==> config.mk <==
export PLATFORM = sky130hd
export DESIGN_NAME = mem_port_arbiter
export DESIGN_NICKNAME = d
export VERILOG_FILES = /design/src/rtl/mem_port_arbiter.sv
export SDC_FILE = /design/constraint.sdc
export NUM_CORES = 1
export LEC_CHECK = 0
export ABC_AREA = 1
export BUFFER_PORTS_ARGS = -buffer_cell sky130_fd_sc_hd__buf_4
export CAP_MARGIN = 20
export CORE_MARGIN = 2
export CORE_UTILIZATION = 40
export CTS_CLUSTER_SIZE = 14
export DETAILED_ROUTE_END_ITERATION = 10
export PLACE_DENSITY = 0.68
export REMOVE_ABC_BUFFERS = 1
export SYNTH_ARGS = -nofsm -noshare
export SYNTH_HDL_FRONTEND = slang
export SYNTH_SLANG_ARGS = --single-unit
export TNS_END_PERCENT = 20
==> constraint.sdc <==
create_clock -name clk -period 1.5 [get_ports clk]
set_input_delay 0.15 -clock clk [delete_from_list [all_inputs] [get_ports clk]]
set_output_delay 0.15 -clock clk [all_outputs]
set_load 0.02 [all_outputs]
==> src/rtl/mem_port_arbiter.sv <==
// Arbiter sharing one single-ported memory between the CPU and the loader/debug port.
// Round-robin on ties, registered request fields, MEM_LAT-cycle accesses, one-cycle ack.
module mem_port_arbiter #(
    parameter int unsigned ADDR_W  = 12,
    parameter int unsigned DATA_W  = 16,
    parameter int unsigned MEM_LAT = 1
) (
    input  logic              clk,
    input  logic              rst,
    input  logic              cpu_req,
    input  logic              cpu_we,
    input  logic [ADDR_W-1:0] cpu_addr,
    input  logic [DATA_W-1:0] cpu_wdata,
    output logic              cpu_ack,
    output logic [DATA_W-1:0] cpu_rdata,
    input  logic              ldr_req,
    input  logic              ldr_we,
    input  logic [ADDR_W-1:0] ldr_addr,
    input  logic [DATA_W-1:0] ldr_wdata,
    output logic              ldr_ack,
    output logic [DATA_W-1:0] ldr_rdata,
    output logic [ADDR_W-1:0] mem_addr,
    output logic [DATA_W-1:0] mem_wdata,
    output logic              mem_read,
    output logic              mem_write,
    input  logic [DATA_W-1:0] mem_rdata,
    output logic              busy,
    output logic              owner
);

    typedef enum logic [1:0] {StIdle, StAccess, StAck} state_e;

    state_e            state_q, state_d;
    logic [3:0]        lat_q, lat_d;
    logic              last_q, last_d;     // 1 = loader was served last
    logic              owner_q, owner_d;
    logic              we_q, we_d;
    logic [ADDR_W-1:0] addr_q, addr_d;
    logic [DATA_W-1:0] wdata_q, wdata_d;
    logic [DATA_W-1:0] cpu_rdata_q, cpu_rdata_d;
    logic [DATA_W-1:0] ldr_rdata_q, ldr_rdata_d;

    logic in_access;
    logic last_cycle;
    logic grant_ldr;

    assign in_access  = (state_q == StAccess);
    assign last_cycle = (lat_q == 4'(MEM_LAT - 1));
    // Loader wins when alone, or on a tie when the CPU was served last.
    assign grant_ldr  = ldr_req && (!cpu_req || !last_q);

    always_comb begin
        state_d     = state_q;
        lat_d       = lat_q;
        last_d      = last_q;
        owner_d     = owner_q;
        we_d        = we_q;
        addr_d      = addr_q;
        wdata_d     = wdata_q;
        cpu_rdata_d = cpu_rdata_q;
        ldr_rdata_d = ldr_rdata_q;
        case (state_q)
            StIdle: begin
                if (cpu_req || ldr_req) begin
                    owner_d = grant_ldr;
                    we_d    = grant_ldr ? ldr_we    : cpu_we;
                    addr_d  = grant_ldr ? ldr_addr  : cpu_addr;
                    wdata_d = grant_ldr ? ldr_wdata : cpu_wdata;
                    lat_d   = 4'd0;
                    state_d = StAccess;
                end
            end
            StAccess: begin
                lat_d = lat_q + 4'd1;
                if (last_cycle) begin
                    if (!we_q) begin
                        if (owner_q) ldr_rdata_d = mem_rdata;
                        else         cpu_rdata_d = mem_rdata;
                    end
                    last_d  = owner_q;
                    state_d = StAck;
                end
            end
            StAck:   state_d = StIdle;
            default: state_d = StIdle;
        endcase
    end

    always_ff @(posedge clk or negedge rst) begin
        if (!rst) begin
            state_q     <= StIdle;
            lat_q       <= 4'd0;
            last_q      <= 1'b1;
            owner_q     <= 1'b0;
            we_q        <= 1'b0;
            addr_q      <= '0;
            wdata_q     <= '0;
            cpu_rdata_q <= '0;
            ldr_rdata_q <= '0;
        end else begin
            state_q     <= state_d;
            lat_q       <= lat_d;
            last_q      <= last_d;
            owner_q     <= owner_d;
            we_q        <= we_d;
            addr_q      <= addr_d;
            wdata_q     <= wdata_d;
            cpu_rdata_q <= cpu_rdata_d;
            ldr_rdata_q <= ldr_rdata_d;
        end
    end

    // Write strobe only in the final access cycle: one write per transaction.
    always_comb begin
        busy      = (state_q != StIdle);
        mem_addr  = in_access ? addr_q  : '0;
        mem_wdata = in_access ? wdata_q : '0;
        mem_read  = in_access && !we_q;
        mem_write = in_access && we_q && last_cycle;
        cpu_ack   = (state_q == StAck) && !owner_q;
        ldr_ack   = (state_q == StAck) && owner_q;
        owner     = owner_q;
        cpu_rdata = cpu_rdata_q;
        ldr_rdata = ldr_rdata_q;
    end

endmodule
==> results of run 1 <==
-- Yosys cell counts (all sizes together) --
cell type  count  share of area
o21ai         37          0.053
dfstp          1         0.0073
nor2          67          0.082
nand3          6          0.015
inv           65          0.068
clkbuf         5         0.0052
nor3           2         0.0028
nand4         33          0.058
or2            1         0.0017
dfrtp         68           0.47
nand2        164           0.18
ha             2         0.0070
buf           21          0.047
-- worst paths after layout --
path / depth (start not counted) / to / startpoint / slack (ns)
max: 5 / mem_addr[0] / state_q[1] / -0.07
min: 3 / wdata_q[15] / ldr_wdata[15] / 0.06
max reg2reg: 7 / cpu_rdata[8] / lat_q[1] / 0.12
min reg2reg: 2 / cpu_rdata[14] / cpu_rdata[14] / 0.48
max in group asynchronous: 3 / addr_q[3] / rst / 0.64
min in group asynchronous: 2 / state_q[0] / rst / 0.32
-- worst max-delay path: stages, from the launching register on --
cell and delay (ns):
dfrtp_1 0.41, nor2_4 0.18, inv_4 0.06, buf_12 0.16
nor2_2 0.10, buf_4 0.15
-- power by group through the flow --
stage                     combinational [mW]  sequential, mW  clock, mW
final                                   6.79            3.40       1.68
after global routing                    7.41            3.52       1.81
after CTS                               6.42            3.39       1.72
after detailed placement                5.99            3.42          0
after global placement                  5.89            3.40          0
after floorplan                         2.89            3.85          0
-- routing by layer --
metal  up-vias  GRT usage
met5         -          0
met4         0     0.0695
met3         7     0.0440
met2       159      0.318
met1      1620      0.255
li1       1761          -
-- state kept, by name, indices dropped and copies added, names as in the netlist --
signal	cells
we_q	1
last_q	1
wdata_q	16
owner	1
ldr_rdata	16
lat_q	4
addr_q	12
cpu_rdata	16
state_q	2
-- cell families after synthesis --
logic type      count (synthesis)
fa+ha+maj                       2
buf+inv                        91
simple gates                  273
compound gates                 37
flops                          69
-- cell type report --
class / count / area, um^2
sequential: 69 / 1730
inverter: 65 / 246
timing repair buffer: 163 / 1400
tap: 108 / 135
clock buffer: 9 / 124
multi-input combinational: 314 / 1570
fill: 745 / 3420
clock inverter: 7 / 98.8
-- timing repair --
action | CTS | global route
endpoints found under the hold margin | 30 | 0
buffers inserted | 3 | 2
hold buffers | 1 | 0
pin swaps | 2 | 7
gates cloned | 0 | 2
setup endpoints to repair | 30 | 63
resized for setup | 39 | 27
==> flow_summary.json, run 1 <==
{
  "status": "finished, violations left",
  "violations": "setup timing",
  "instances_no_fill": 735,
  "grt_max_degree": 60,
  "synth_compound_area_frac": 0.0527,
  "p_leak_nw": 2.84,
  "ctsLongestPathBuffers": 2,
  "ant_nets": 0,
  "synth_top_family_by_area": "simple AND/OR/NAND/NOR gates",
  "intPower_mw": 6.55,
  "worst_ep_required_time_ns": 1.35,
  "grt_overflow": 0,
  "post-dp-hpwl_um": 6490,
  "combPwrFrac": 0.572,
  "cp.arrival_ns": 1.42,
  "detail_route.wl_per_cell_um": 12.9,
  "max_freq_ghz": 0.638,
  "synth-simple-area-share": 0.338,
  "yosysWarnings": 0,
  "final.setup.tns_ns": -1.49,
  "fp.dieW_um": 98.7,
  "initial_core_util": 0.411,
  "final_common_cell": "nand2_1",
  "numCtsBuffers": 9,
  "first_pass_iters": 5,
  "critPathCaptureType": "primary output",
  "ys_seq_elements": 69,
  "utilization": 0.607,
  "drive_gt1_frac": 0.378,
  "met2_length_um": 4390,
  "io_pins": 144,
  "worst_clock_skew_ns": 0.0125,
  "stdcell_area_um2": 5300,
  "num_rows": 34,
  "routed_wl_um": 9450,
  "crit_type": "reg2out",
  "synth_cell_types": 24,
  "finalSetupViolCount": 30,
  "die_h_um": 98.7,
  "synthAdderAreaFrac": 0.00698,
  "synth_seq_area_share": 0.482,
  "clk_latency_ns": 0.34,
  "seq_power_share": 0.287,
  "p_switching_mw": 5.33,
  "wl_met1_um": 4130,
  "portBuffers": 143,
  "antenna_found_initial": 0,
  "ctsRootBufferMaster": "clkbuf_8",
  "routabilityCongestion": 0.805,
  "place_ws_ns": 0.0312,
  "vias": 3547,
  "antenna_cells": 0,
  "tightest_slew_ns": 0.422,
  "core-area_um2": 8720,
  "clk_pin_slew_worst_paths_ns": 0.08,
  "peakVddDrop_mv": 0.880,
  "slew_headroom": 0.719,
  "layout_common_cells": "152 x nand2_1, 134 x buf_4, 68 x dfrtp_1",
  "slew_viol_final": 0,
  "fin_ws_ns": -0.0680,
  "first_global_vias": 3405,
  "dpl.cell_count": 711,
  "switching_share": 0.448,
  "placed_cell_area_um2": 4780,
  "dieArea_um2": 9730,
  "cts.sinks": 69,
  "viasPerCell": 4.83,
  "cap_violations": 0,
  "grt_pass1_wl_um": 15500,
  "powerDensity_nw_per_um2": 2240,
  "post-route-period-util": 1.05,
  "clkPwrFrac": 0.142,
  "netlist_area_um2": 3580,
  "topRoutingLayerUsed": "met4",
  "area_delta_synth_final_pct": 47.8,
  "total_power_mw": 11.9,
  "wl_met3_um": 814,
  "synth_area_per_cell_um2": 7.59,
  "synth_xor_xnor_area_share": 0,
  "hold_viol_final": 0,
  "critPathLaunchType": "register",
  "hp-class": "in2reg",
  "track_usage": 0.195,
  "syn-instance-count": 472,
  "critPathMaxFanout": 19,
  "holdWs_ns": 0.0574,
  "final_nets": 702,
  "htreeDepth": 3,
  "cts_tree": "yes",
  "drtIter0Drc": 148,
  "rsz0062_at_grt": "true",
  "muxShareOfSynthArea": 0,
  "period_needed_ns": 1.57,
  "drc": 0
}
No activity file was read; power rests on OpenSTA's default activity.
==> run 2, diff against run 1 <==
--- a/config.mk
+++ b/config.mk
@@ -6,13 +6,12 @@
 export NUM_CORES = 1
 export LEC_CHECK = 0
 export ABC_AREA = 1
-export BUFFER_PORTS_ARGS = -buffer_cell sky130_fd_sc_hd__buf_4
 export CAP_MARGIN = 20
 export CORE_MARGIN = 2
 export CORE_UTILIZATION = 40
 export CTS_CLUSTER_SIZE = 14
 export DETAILED_ROUTE_END_ITERATION = 10
-export PLACE_DENSITY = 0.68
+export DONT_BUFFER_PORTS = 1
 export REMOVE_ABC_BUFFERS = 1
 export SYNTH_ARGS = -nofsm -noshare
 export SYNTH_HDL_FRONTEND = slang
==> flow_summary.json, run 2 (same netlist as run 1, synthesis figures left out) <==
{
  "status": "finished, violations left",
  "violations": "hold timing, setup timing",
  "hp-class": "in2async",
  "top_usage_layer": "met2",
  "regArea_um2": 1730,
  "fp.dieW_um": 98.7,
  "grt_pass1_wl_um": 14900,
  "cts_tree": "yes",
  "dieArea_um2": 9730,
  "post-route-period-util": 1.02,
  "tightest_slew_ns": 0.338,
  "numCtsBuffers": 9,
  "reg2reg_depth": 6,
  "drive_gt1_frac": 0.200,
  "critPathLaunchType": "register",
  "antenna_cells": 0,
  "use_met3": 0.0475,
  "clk_pin_slew_worst_paths_ns": 0.08,
  "rsz0062_at_grt": "true",
  "max_freq_ghz": 0.653,
  "grt_max_degree": 70,
  "routed_wl_um": 9090,
  "layout_common_cells": "146 x nand2_1, 68 x dfrtp_1, 58 x inv_1",
  "fill_cells": 800,
  "worst_clock_skew_ns": 0.0109,
  "cp.arrival_ns": 1.38,
  "hold_viol_final": 69,
  "crit_type": "reg2out",
  "peakVddDrop_mv": 1.01,
  "r2r_slack_ns": 0.07,
  "num_rows": 34,
  "ant_nets": 0,
  "area_delta_synth_final_pct": 33.4,
  "gr-usage-met1": 0.232,
  "drc": 0,
  "critPathCaptureType": "primary output",
  "holdBufCountCts": 47,
  "slew_viol_final": 0,
  "core-area_um2": 8720,
  "viasPerCell": 4.92,
  "total_power_mw": 10.8,
  "holdWs_ns": -0.500,
  "die_h_um": 98.7,
  "ctsLongestPathBuffers": 2,
  "antenna_found_initial": 0,
  "final_common_cell": "nand2_1",
  "p_leak_nw": 2.48,
  "detail_route.wl_per_cell_um": 13.6,
  "finalSetupViolCount": 12,
  "use_met2": 0.315,
  "utilization": 0.548,
  "post-dp-hpwl_um": 5670,
  "io_pins": 144,
  "drtIter0Drc": 93,
  "fin_ws_ns": -0.0307,
  "first_pass_iters": 4,
  "worst_ep_required_time_ns": 1.35,
  "period_needed_ns": 1.53,
  "initial_core_util": 0.411,
  "routabilityCongestion": 0.799,
  "portBuffers": 0,
  "first_global_vias": 3316,
  "slew_headroom": 0.774,
  "track_usage": 0.186,
  "ctsRootBufferMaster": "clkbuf_8",
  "cap_violations": 0,
  "final_nets": 636,
  "rr_startpoint": "state_q[1]",
  "clk_latency_ns": 0.34,
  "critPathMaxFanout": 33,
  "vias": 3293,
  "multi_input_area_um2": 1520,
  "grt_overflow": 0,
  "powerDensity_nw_per_um2": 2250,
  "r2r_end": "cpu_rdata[1]",
  "cts.sinks": 69,
  "htreeDepth": 3
}
==> run 2: worst max-delay path by stage <==
| stage | start | endpoint | slack [ns] | cells after the start |
|---|---|---|---|---|
| floorplan | last_q | addr_q[10] | -0.38 | 5 |
| global placement | lat_q[0] | cpu_rdata[6] | 0.08 | 7 |
| detailed placement | lat_q[0] | cpu_rdata[7] | 0.03 | 7 |
| CTS | state_q[0] | mem_addr[9] | -0.04 | 5 |
| global route | state_q[0] | mem_wdata[12] | -0.11 | 5 |
| finish | state_q[1] | mem_addr[9] | -0.03 | 4 |
==> run 2: critical path, stage by stage (launching register included) <==
cell	delay [ns]
dfrtp_1	0.42
nor2_4	0.19
inv_8	0.12
nor2_1	0.14
buf_4	0.16
==> run 2: layout make-up <==
| cell class | instances | share of cell area |
|---|---|---|
| Multi-Input combinational cell | 314 | 0.317 |
| Inverter | 65 | 0.0526 |
| Timing Repair Buffer | 97 | 0.194 |
| Clock buffer | 10 | 0.0288 |
| Sequential cell | 69 | 0.361 |
| Clock inverter | 6 | 0.0181 |
| Tap cell | 108 | 0.0283 |
==> run 2: timing repair <==
action	in CTS	in global routing
buffers inserted	5	1
gates resized for setup	13	19
endpoints found under the setup margin	31	64
cloned	0	2
hold endpoints to repair	129	69
pin swaps	2	5
==> run 2: power breakdown <==
group	internal [mW]	total [mW]	switching (mW)	leakage (nW)
Sequential	2.79	3.97	1.18	0.839
Combinational	2.00	5.08	3.08	1.52
Clock	0.979	1.70	0.718	0.112
Total	5.77	10.8	4.98	2.48
==> run 2: per-layer routing <==
layer	up-vias	part of all wire	wire (um)
met5	-	0	0
met4	0	0.015	136
met3	14	0.068	614
met2	129	0.48	4400
li1	1627	-	-
met1	1523	0.43	3940
==> run 2: per-stage QoR <==
stage	area, um^2	worst slack [ns]	TNS (ns)	hold slack [ns]	std cells
floorplan	3400	-0.377	-21.83	-0.146	446
global placement	3920	0.0753	0	-0.144	598
detailed placement	3920	0.0276	0	-0.144	598
CTS	4690	-0.0373	-0.446	-0.521	666
global route	4780	-0.105	-2.91	-0.528	669
finish	4780	-0.0307	-0.132	-0.500	669
